$ cat config.mk
export PLATFORM = sky130hd
export DESIGN_NAME = spi_ram_arbiter
export DESIGN_NICKNAME = d
export VERILOG_FILES = /design/src/rtl/spi_ram_arbiter.sv
export SDC_FILE = /design/constraint.sdc
export NUM_CORES = 1
export LEC_CHECK = 0
export BUFFER_PORTS_ARGS = -buffer_cell sky130_fd_sc_hd__buf_2
export CORE_MARGIN = 2
export CORE_UTILIZATION = 30
export DETAILED_ROUTE_END_ITERATION = 10
export GPL_ROUTABILITY_DRIVEN = 0
export PLACE_DENSITY_LB_ADDON = 0.12
export RECOVER_POWER = 100
export SYNTH_ARGS = -nofsm -noshare
export SYNTH_HDL_FRONTEND = slang
export SYNTH_SLANG_ARGS = --single-unit
$ cat constraint.sdc
create_clock -name clk -period 3.38 [get_ports clk]
set_clock_uncertainty 0.05 [all_clocks]
set_input_delay 0.676 -clock clk [delete_from_list [all_inputs] [get_ports clk]]
set_output_delay 0.676 -clock clk [all_outputs]
set_load 0.02 [all_outputs]
$ cat src/rtl/spi_ram_arbiter.sv
// rtl/spi_ram_arbiter.sv - SPI command decoder sharing one RAM port with a host via round-robin arbitration
module spi_ram_arbiter #(
  parameter int ADDR_SIZE = 8,
  parameter int DATA_SIZE = 8
) (
  input  logic                 clk,
  input  logic                 rst,
  input  logic                 rx_valid,
  input  logic [DATA_SIZE+1:0] rx_data,
  output logic                 tx_valid,
  output logic [DATA_SIZE-1:0] tx_data,
  input  logic                 host_req,
  input  logic                 host_we,
  input  logic [ADDR_SIZE-1:0] host_addr,
  input  logic [DATA_SIZE-1:0] host_wdata,
  output logic                 host_gnt,
  output logic                 host_rvalid,
  output logic [DATA_SIZE-1:0] host_rdata,
  output logic                 mem_en,
  output logic                 mem_we,
  output logic [ADDR_SIZE-1:0] mem_addr,
  output logic [DATA_SIZE-1:0] mem_wdata,
  input  logic [DATA_SIZE-1:0] mem_rdata,
  output logic                 ovr_err
);

  typedef enum logic {GNT_SPI = 1'b0, GNT_HOST = 1'b1} grant_t;

  grant_t                 last_grant;
  logic [ADDR_SIZE-1:0]   wr_addr;
  logic [ADDR_SIZE-1:0]   rd_addr;
  logic                   pend_v;
  logic                   pend_we;
  logic [ADDR_SIZE-1:0]   pend_addr;
  logic [DATA_SIZE-1:0]   pend_wdata;
  logic                   rd1_v;
  logic                   rd1_host;
  logic                   spi_win;
  logic                   host_win;
  logic [1:0]             cmd;
  logic [ADDR_SIZE-1:0]   payload_addr;
  logic [DATA_SIZE-1:0]   payload_data;

  assign cmd          = rx_data[DATA_SIZE+1:DATA_SIZE];
  assign payload_addr = rx_data[ADDR_SIZE-1:0];
  assign payload_data = rx_data[DATA_SIZE-1:0];

  // Under contention the requester that did not win last time goes next.
  assign spi_win  = !rst && pend_v && (!host_req || last_grant == GNT_HOST);
  assign host_win = !rst && host_req && !spi_win;
  assign host_gnt = host_win;

  always_comb begin
    mem_en    = 1'b0;
    mem_we    = 1'b0;
    mem_addr  = '0;
    mem_wdata = '0;
    if (spi_win) begin
      mem_en    = 1'b1;
      mem_we    = pend_we;
      mem_addr  = pend_addr;
      mem_wdata = pend_wdata;
    end else if (host_win) begin
      mem_en    = 1'b1;
      mem_we    = host_we;
      mem_addr  = host_addr;
      mem_wdata = host_wdata;
    end
  end

  always_ff @(posedge clk) begin
    if (rst) begin
      last_grant  <= GNT_HOST;
      wr_addr     <= '0;
      rd_addr     <= '0;
      pend_v      <= 1'b0;
      pend_we     <= 1'b0;
      pend_addr   <= '0;
      pend_wdata  <= '0;
      rd1_v       <= 1'b0;
      rd1_host    <= 1'b0;
      tx_valid    <= 1'b0;
      tx_data     <= '0;
      host_rvalid <= 1'b0;
      host_rdata  <= '0;
      ovr_err     <= 1'b0;
    end else begin
      ovr_err     <= 1'b0;
      tx_valid    <= 1'b0;
      host_rvalid <= 1'b0;

      if (spi_win) pend_v <= 1'b0;

      // Memory commands use the address registers as they were before this cycle.
      if (rx_valid) begin
        case (cmd)
          2'b00: wr_addr <= payload_addr;
          2'b10: rd_addr <= payload_addr;
          default: begin
            if (!pend_v || spi_win) begin
              pend_v     <= 1'b1;
              pend_we    <= !cmd[1];
              pend_addr  <= cmd[1] ? rd_addr : wr_addr;
              pend_wdata <= cmd[1] ? '0 : payload_data;
            end else begin
              ovr_err <= 1'b1;
            end
          end
        endcase
      end

      if (spi_win)       last_grant <= GNT_SPI;
      else if (host_win) last_grant <= GNT_HOST;

      rd1_v    <= mem_en && !mem_we;
      rd1_host <= host_win;

      if (rd1_v) begin
        if (rd1_host) begin
          host_rvalid <= 1'b1;
          host_rdata  <= mem_rdata;
        end else begin
          tx_valid <= 1'b1;
          tx_data  <= mem_rdata;
        end
      end
    end
  end

endmodule

Word level (Yosys, flattened, before mapping):

Cells that the tools add are included.

* register bits: 56
* bits of input ports: 39
* output and inout bits: 38
* word-level logic and storage cells: 61

* equality and inequality tests: 1
* mux-type cells: 19
* bitwise operators: 4
* reductions and logical operators: 23

Operators by type and width (count)
* $mux W8: 6
* $mux W1: 13
* $reduce_and A2 Y1: 4
* $logic_not A1 Y1: 6
* $logic_and A1 B1 Y1: 5
* $not A1 Y1: 4
* $reduce_or A2 Y1: 2
* $reduce_or A4 Y1: 1
* $reduce_and A3 Y1: 1
* $eq A2 B2 Y1 const B: 1
* $logic_not A2 Y1: 1
* $logic_or A1 B1 Y1: 2
* $reduce_bool A2 Y1: 1

Logic depth before layout (Yosys ltp):

Gate-level depths: netlist of the first run.

* depth after elaboration: 9
* mapped depth: 5
* depth with buffers taken out: 3

Least setup slack after synthesis of the first run:

No wires, ideal clock.

* path type: input-to-output
* start: in rst
* end: out mem_addr[0]
* arrival: 1.589 ns
* required time: 2.654 ns
* path slack: 1.065 ns
* stages: 4
* path buffers: 2
* path through: buf_2 nor3b_4 buf_6 a22o_1

* longest elaborated chain between the ends: 7
* elaborated cells on any way between the ends: 8
* classes of those cells: mux (2); reduce/logical (6)

RTL lines
* start, declared: RTL line 7 `input logic rst,`
* $logic_not A1 Y1 (*): RTL line 49, 50
* $logic_and A1 B1 Y1 (2 in series): RTL line 49 `assign spi_win = !rst && pend_v && (!host_req || last_grant == GNT_HOST);`
* $logic_not A1 Y1: RTL line 50 `assign host_win = !rst && host_req && !spi_win;`
* $logic_and A1 B1 Y1: RTL line 50
* $mux W8: RTL line 63 `end else if (host_win) begin`
* $mux W8 (*): RTL line 58 `if (spi_win) begin`
* end, declared: RTL line 21 `output logic [ADDR_SIZE-1:0] mem_addr,`

Every way passes the cells marked *; elsewhere a longest branch is shown, timed or not.

Worst setup path after layout of the first run:

* start: in rst
* end: out mem_addr[7]

The elaborated chain is that of the path after synthesis.

==> metrics.csv, run 1 <==
metric;value;unit
netlist_area;2370;sq um
initial_core_util;30.8;%
synth_seq_area_share;47.3;%
first_pass_iters;4;
first_global_vias;1936;
dieHeight;92.9;um
cts_tree;yes;
ys_top_cells_by_area;dfxtp_1 (47%), mux2i_1 (10%), a22o_1 (6.3%), nand2_1 (4.4%), a21oi_1 (3.6%);
post_drt_wl_per_cell;14.6;um
vias_per_cell;4.84;
finalNetCount;357;
ys_ff_latch;56;
cts_setup_buffers;0;
max_freq;0.335;GHz
drc_errors;0;
finalWirelength;6170;um
holdBufCountCts;0;
dpl_worst_slack;0.462;ns
async_reset_ff_share;0;%
clock-root-buffer;clkbuf_8;
worstPathCellList;clkbuf_1 > inv_1 > and3_1 > a22o_1 > clkbuf_1;
synth.distinct_cells;31;
slew_violations;0;
ys.flop_type;dfxtp_1;
critPathBufInv;3;
critPathKind;input pin to output port;
initialDrtViolationCount;88;
clock_latency;0.30;ns
sw_frac_of_total;26.3;%
vias;2039;
startpoint_type;input pin;
die_area;8620;sq um
hp-class;register to register;
status;finished, final reports clean;
critPathMaxFanout;19;
synth_edf_count;0;
core-area;7690;sq um
timing.critical_path.mode_cell;clkbuf_1;
leakagePower;1.14;nW
critPathSlowestCell;and3_1;
total_power;1.24;mW
post-route-period-util;88.4;%
grt_pass1_wl;9860;um
setup_ws;0.392;ns
ctsLongestPathBuffers;2;
maxCapViolCount;0;
power_frac_seq;56.8;%
p_clk_share;29.9;%
max_slew.worst_pin.slew;1.20;ns
critPathTopFamily;simple AND/OR/NAND/NOR gates;
port_buffers;76;
hold_viol;0;
die_w;92.9;um
clk_pin_slew;0.09;ns
cts_buffers;5;
yosysWarnings;0;
max-slew-margin-rel;19.8;%
intPower;0.914;mW
num_io_pins;77;
grt_overflow;0;
yosysTopAreaCellShare;47.3;%
clock-sinks;56;
finalCriticalPeriod;2.99;ns
fp-row-count;32;
grt_max_degree;56;
antenna_cells;0;
cp.required;2.65;ns
setup_viol_count_final;0;
cts-htree-levels;2;
syn_inst;254;
dp_hpwl;4350;um
drive_above_1_share;15.0;%
dpl_cell_area;2780;sq um
detail-route-antenna-nets;0;
slowest_delay;0.72;ns
power_density;441;nW/um^2
arrival;2.26;ns
grt_usage;14.5;%
final_area;2810;sq um
antenna_found_initial;0;
p_sw;0.326;mW
synth_area_per_cell;9.32;sq um
area_growth;18.6;%
end_kind;output port;
setup-tns-final;0;ns
syn_nets;293;
power.share.combinational;13.3;%
rsz0062_at_grt;false;
cts.repair.resized;0;
max-vdd-ir-drop;0.178;mV
synth_top_area_cell;dfxtp_1;
==> cell usage after synthesis (8+ instances only) <==
library cell	n
a22o_1	17
a31oi_1	9
o211ai_1	8
nand3_1	8
buf_2	11
o41ai_1	8
mux2i_1	24
a21oi_1	17
dfxtp_1	56
inv_1	11
a211oi_1	8
nand2_1	28
nor2_1	19
==> power groups by stage <==
stage	clock network, mW	logic, mW	registers (mW)
after floorplan	0	0.107	0.722
after global placement	0	0.171	0.720
after detailed placement	0	0.172	0.720
after CTS	0.390	0.173	0.704
after global routing	0.413	0.182	0.709
final	0.371	0.165	0.704
==> worst paths after layout <==
path,from,to,slack [ns],depth (start not counted)
max,rst,mem_addr[7],0.39,5
min,tx_data[0],tx_data[0],0.41,2
max reg2reg,last_grant,pend_wdata[7],1.63,3
min reg2reg,tx_data[0],tx_data[0],0.41,2
==> cell type report <==
class,count,area (sq um)
clock buffer,8,90.1
fill,846,4880
inverter,11,41.3
multi-input combinational,164,1070
sequential,56,1120
tap,102,128
timing repair buffer,80,354
==> per-stage QoR <==
step	instances	utilization, %	hold slack, ns
after floorplan	254	-	0.402
after global placement	413	36.2	0.389
after detailed placement	413	36.2	0.393
after CTS	421	37.3	0.407
after global routing	421	36.5	0.433
final	421	36.5	0.408
==> cell families after synthesis <==
| logic type | synth area share, % |
|---|---|
| flops | 47.3 |
| compound gates | 21.6 |
| mux | 10.1 |
| buf+inv | 7.08 |
| simple gates | 13.8 |
==> layout by cell type (no fill, tap or decap), types with 2 or more instances in the layout <==
cell type,netlist,routed
nor2_1,19,19
clkbuf_8,0,6
nand2_1,28,28
nand3b_1,2,2
buf_4,3,2
a211oi_1,8,8
clkbuf_1,6,43
inv_1,11,11
o41ai_1,8,8
nand3_1,8,9
o211ai_1,8,8
o21ai_0,2,2
a21oi_1,17,17
mux2i_1,24,24
buf_2,11,36
a22o_1,17,17
and3_1,3,3
dfxtp_1,56,56
a31oi_1,9,9
==> worst reg2reg max path, stage by stage, from the launching register on <==
cell	delay, ns
dfxtp_1	0.41
nand3b_1	0.45
nand3_1	0.40
o41ai_1	0.34
==> state kept, by name, summed over array words and instances, names as in the netlist <==
name         cells
pend_wdata       8
wr_addr          8
rd1_v            1
pend_v           1
rd1_host         1
pend_addr        8
ovr_err          1
tx_valid         1
tx_data          8
host_rdata       8
last_grant       1
host_rvalid      1
rd_addr          8
pend_we          1
==> metal layers <==
layer | part of all wire (%) | routed length, um | GRT usage, %
met1 | 47 | 2910 | 18.4
met2 | 48 | 2940 | 24.9
met3 | 4.6 | 284 | 3.01
met4 | 0.58 | 36 | 4.04
met5 | 0 | 0 | 0
No activity file was read; power rests on OpenSTA's default activity.
==> run 2, diff against run 1 <==
Settings changed: ABC_AREA set to 1, CAP_MARGIN set to 20.
==> metrics.csv, run 2 <==
metric;value;unit;change
grt_max_degree;30;;-46%
power_density;482;nW/um^2;+9.2%
synth_seq_area_share;46.8;%;-0.54 points
antenna_cells;0;;unchanged
cts-htree-levels;2;;unchanged
dp.cells;499;;+21%
finalNetCount;443;;+24%
clock-root-buffer;clkbuf_8;;
clk_pin_slew;0.09;ns;about the same
yosysTopAreaCellShare;46.8;%;-0.54 points
final_cell_mix;nand2_1 (66), dfxtp_1 (56), nor2_1 (55);;
top_layer;met4;;
finalNonFillerCells;507;;+20%
grt_overflow;0;;unchanged
port_buffers;76;;unchanged
dp_hpwl;4400;um;+1.3%
rrSetupSlack;1.12;ns;-0.51 ns
grt_pass1_wl;9910;um;+0.49%
end_kind;output port;;
area_growth;20.5;%;
status;finished, final reports clean;;
cp.required;2.65;ns;about the same
max-vdd-ir-drop;0.153;mV;-14%
netlist_area;2400;sq um;+1.2%
detail-route-antenna-nets;0;;unchanged
syn_nets;375;;+28%
utilization;37.4;%;+0.83 points
holdBufCountCts;0;;unchanged
setup_ws;0.550;ns;+0.158 ns
finalCriticalPeriod;2.83;ns;-0.158 ns
finalWirelength;6090;um;-1.2%
rsz0062_at_grt;false;;
synth_top_area_cell;dfxtp_1;;
first_global_vias;2057;;+6.3%
drc_errors;0;;unchanged
wirelength_met1;3260;um;+12%
ys_top_cells_by_area;dfxtp_1 (47%), nand2_1 (9.9%), nor2_1 (8.6%), nand3_1 (7.3%), a21oi_1 (7.1%);;
r2r_end;pend_wdata[2];;
dpl_worst_slack;0.858;ns;+0.397 ns
setup-tns-final;0;ns;unchanged
max_freq;0.353;GHz;+5.6%
leakagePower;1.28;nW;+12%
initial_core_util;31.0;%;+0.20 points
max_slew.worst_pin.slew;0.887;ns;-0.316 ns
vias;2249;;+10%
r2r_start;pend_v;;
clock_latency;0.31;ns;about the same
first_pass_iters;4;;unchanged
post-route-period-util;83.7;%;-4.7 points
cts_tree;yes;;
met2_length;2460;um;-16%
ys.flop_type;dfxtp_1;;
die_w;93.4;um;+0.55%
cts_buffers;5;;unchanged
wl_met3;304;um;+7.0%
ctsLongestPathBuffers;2;;unchanged
maxCapViolCount;0;;unchanged
synthTopCellsByCount;nand2_1 (63), dfxtp_1 (56), nor2_1 (55), nand3_1 (35), a21oi_1 (34);;
ys_ff_latch;56;;unchanged
startpoint_type;input pin;;
cts_setup_buffers;0;;unchanged
initialDrtViolationCount;83;;-5.7%
min_from;rd_addr[7];;
hold_end;rd_addr[7];;
synth_edf_count;0;;unchanged
drive_above_1_share;12.6;%;-2.5 points
grt_usage;14.3;%;-0.27 points
critPathMaxFanout;19;;unchanged
num_io_pins;77;;unchanged
core-area;7730;sq um;+0.52%
syn_inst;336;;+32%
cts.repair.resized;0;;unchanged
whs;0.406;ns;-0.00166 ns
slew_violations;0;;unchanged
setup_viol_count_final;0;;unchanged
async_reset_ff_share;0;%;unchanged
critPathKind;input pin to output port;;
yosysWarnings;0;;unchanged
whs_path_depth;2;;unchanged
dieHeight;93.4;um;+0.55%
die_area;8720;sq um;+1.1%
reg2reg_depth;7;;+4
clock-sinks;56;;unchanged
arrival;2.10;ns;-0.16 ns
antenna_found_initial;0;;unchanged
hold_viol;0;;unchanged
mostFrequentLayoutCell;nand2_1;;
post_drt_wl_per_cell;12.0;um;-18%
yosysMostFrequentCell;nand2_1;;
fp-row-count;32;;unchanged
vias_per_cell;4.44;;-8.4%
synth.distinct_cells;19;;-39%
synth_area_per_cell;7.13;sq um;-24%
hp-class;register to register;;
max-slew-margin-rel;40.7;%;+21 points
==> run 2: critical path: stages <==
cell	delay, ns
clkbuf_1	0.32
nor2_8	0.13
nand2_1	0.11
nand2_1	0.08
inv_1	0.37
nand2_1	0.10
nand2_1	0.09
clkbuf_1	0.23
==> run 2: worst max-delay path by stage <==
stage | from | endpoint | slack, ns | cells past startpoint
2_1_floorplan | rst | mem_addr[0] | 1.01 | 8
3_3_place_gp | host_req | mem_we | 0.92 | 8
3_5_place_dp | host_req | mem_wdata[0] | 0.86 | 8
4_1_cts | host_req | mem_wdata[0] | 0.86 | 8
5_1_grt | rst | mem_addr[3] | 0.36 | 8
6_report | rst | mem_wdata[0] | 0.55 | 8
==> run 2: metrics by stage <==
| step | area, sq um | power (mW) |
|---|---|---|
| 6_report | 2890 | 1.39 |
| 5_1_grt | 2890 | 1.46 |
| 4_1_cts | 2960 | 1.41 |
| 3_5_place_dp | 2830 | 0.941 |
| 3_3_place_gp | 2830 | 0.940 |
| 2_1_floorplan | 2400 | 0.869 |
==> run 2: power breakdown <==
group          leakage [nW]  total (mW)  internal (mW)  switching [mW]
registers             0.458       0.714          0.696          0.0174
clock network        0.0645       0.476          0.262           0.214
logic                 0.755       0.202         0.0643           0.138
==> run 2: logic make-up after synthesis <==
| kind of cell | count (synthesis) | synth area share [%] |
|---|---|---|
| AO/OA/AOI/OAI | 75 | 16.6 |
| buffers and inverters | 46 | 8.30 |
| flip-flops | 56 | 46.8 |
| AND/OR/NAND/NOR | 159 | 28.3 |
==> run 2: per-layer routing <==
metal | GRT usage [%] | up-vias
li1 | - | 1223
met1 | 21.0 | 969
met2 | 20.6 | 51
met3 | 3.46 | 6
met4 | 4.04 | 0
met5 | 0 | -
==> run 2: area by class of cell <==
cell class,count,area [sq um]
multi-input combinational,234,1060
fill,859,4840
inverter,29,109
tap,102,128
timing repair buffer,78,345
clock buffer,7,96.3
clock inverter,1,30.0
sequential,56,1120
==> run 3, diff against run 2 <==
Settings changed: ABC_AREA 1 to 0.
Clock period 3.38 ns to 2.4 ns, I/O delays scaled along.
==> metrics.csv, run 3 (synthesis gave the netlist of run 1 again) <==
metric;value;unit;change
status;finished, final reports clean;;
clock_latency;0.30;ns;about the same
cp-startpoint;pend_v;;
dieHeight;92.9;um;-0.55%
ctsLongestPathBuffers;2;;unchanged
sw_frac_of_total;26.7;%;+0.16 points
r2r_end;pend_wdata[7];;
end_kind;output port;;
first_global_vias;1979;;-3.8%
hold_end;rd1_v;;
holdBufCountCts;0;;unchanged
power_density;597;nW/um^2;+24%
slew_violations;0;;unchanged
finalNetCount;365;;-18%
max-vdd-ir-drop;0.292;mV;+91%
rsz0062_at_grt;false;;
max_slew.worst_pin.slew;1.12;ns;+0.238 ns
port_buffers;76;;unchanged
dp_hpwl;4550;um;+3.4%
hold_viol;0;;unchanged
p_clk_share;27.6;%;-6.6 points
die_area;8620;sq um;-1.1%
mostFrequentLayoutCell;dfxtp_1;;
leakagePower;1.19;nW;-6.7%
critPathSlowestCell;dfxtp_1;;
power.share.combinational;14.4;%;about the same
intPower;1.25;mW;+22%
first_pass_iters;4;;unchanged
cp.required;1.87;ns;-0.78 ns
cts_setup_buffers;0;;unchanged
slowest_delay;0.37;ns;about the same
clock-root-buffer;clkbuf_8;;
fill_cells;853;;-0.70%
post_drt_wl_per_cell;15.1;um;+26%
final_cell_mix;dfxtp_1 (56), buf_2 (42), clkbuf_1 (34);;
hp-class;input pin to register;;
dpl_cell_area;2840;sq um;+0.40%
detail-route-antenna-nets;0;;unchanged
drive_above_1_share;19.1;%;+6.5 points
clock-sinks;56;;unchanged
rrSetupSlack;0.82;ns;-0.30 ns
die_w;92.9;um;-0.55%
finalCriticalPeriod;2.14;ns;
core-area;7690;sq um;-0.52%
grt_usage;15.0;%;+0.69 points
antenna_cells;0;;unchanged
area_growth;20.5;%;about the same
max-slew-margin-rel;25.0;%;-16 points
cts_buffers;5;;unchanged
final_area;2850;sq um;-1.2%
arrival;1.61;ns;-0.49 ns
multi_input_area;1070;sq um;+1.5%
fp-row-count;32;;unchanged
cts.repair.resized;0;;unchanged
cts-htree-levels;2;;unchanged
startpoint_type;register;;
maxCapViolCount;0;;unchanged
post-route-period-util;89.1;%;
vias_per_cell;4.92;;+11%
max_freq;0.468;GHz;
power_frac_seq;58.1;%;+6.8 points
initial_core_util;30.8;%;-0.20 points
min_from;host_we;;
clk_pin_slew;0.09;ns;about the same
r2r_start;last_grant;;
setup_viol_count_final;0;;unchanged
antenna_found_initial;0;;unchanged
grt_max_degree;54;;+80%
seq_area;1120;sq um;unchanged
whs_path_depth;2;;unchanged
reg2reg_depth;4;;-3
critPathMaxFanout;7;;-12
drc_errors;0;;unchanged
num_io_pins;77;;unchanged
setup-tns-final;0;ns;unchanged
critPathKind;register to output port;;
finalWirelength;6430;um;+5.5%
worstPathCellList;nand2_1 > and3_1 > clkbuf_1 > a22o_1 > clkbuf_2;;
grt_pass1_wl;10100;um;+2.2%
p_sw;0.455;mW;+23%
grt_overflow;0;;unchanged
initialDrtViolationCount;62;;-25%
cts_tree;yes;;
vias;2096;;-6.8%
==> run 3: changes by cell type in the layout (fill, tap and decap cells not counted), moves of 9 or more <==
cell,before,now
mux2i_1,0,24
nor2_1,55,19
a21oi_1,34,17
nand2_1,66,28
nand3_1,35,8
a31oi_1,0,9
inv_1,25,11
a211oi_1,0,9
o21ai_0,32,2
a22o_1,0,17
==> run 3: power by group through the flow <==
stage               logic (mW)  registers (mW)  clock network, mW
floorplan                0.150            1.02                  0
global placement         0.254            1.01                  0
detailed placement       0.256            1.01                  0
CTS                      0.257           0.989              0.495
global route             0.270           0.996              0.539
finish                   0.244           0.989              0.469
==> run 3: worst max-delay path: cells and delay by family, from the launching register on <==
| kind | cells | cell delay [ns] |
|---|---|---|
| AO/OA/AOI/OAI | 1 | 0.19 |
| buffers and inverters | 2 | 0.46 |
| flip-flops | 1 | 0.37 |
| AND/OR/NAND/NOR | 2 | 0.29 |
==> run 3: layout make-up <==
| type | count | share of cell area [%] |
|---|---|---|
| Tap cell | 102 | 4.47 |
| Clock buffer | 5 | 2.41 |
| Sequential cell | 56 | 39.3 |
| Timing Repair Buffer | 88 | 14.7 |
| Inverter | 11 | 1.45 |
| Multi-Input combinational cell | 164 | 37.7 |
==> run 3: per-stage QoR <==
stage	cells	setup WS [ns]	total power, mW	hold slack [ns]	util (%)
6_report	426	0.261	1.70	0.351	37.1
4_1_cts	426	0.296	1.74	0.338	37.8
5_1_grt	426	0.0936	1.81	0.341	37.1
3_3_place_gp	421	0.385	1.26	0.390	36.9
3_5_place_dp	421	0.372	1.27	0.394	36.9
2_1_floorplan	254	0.477	1.17	0.402	-
==> run 3: worst max-delay path by stage <==
stage                             end
after floorplan           mem_addr[0]
after global placement    mem_addr[2]
after detailed placement  mem_addr[0]
after CTS                 mem_addr[0]
after global routing      mem_addr[3]
final                     mem_addr[4]
==> run 3: layer usage <==
metal / part of all wire (%) / track usage, % / vias to the layer above / routed length (um)
met2: 46 / 25.2 / 58 / 2970
met5: 0 / 0 / - / 0
met4: 1.8 / 5.02 / 0 / 115
li1: - / - / 1050 / -
met1: 47 / 19.1 / 979 / 3010
met3: 5.1 / 3.01 / 9 / 330
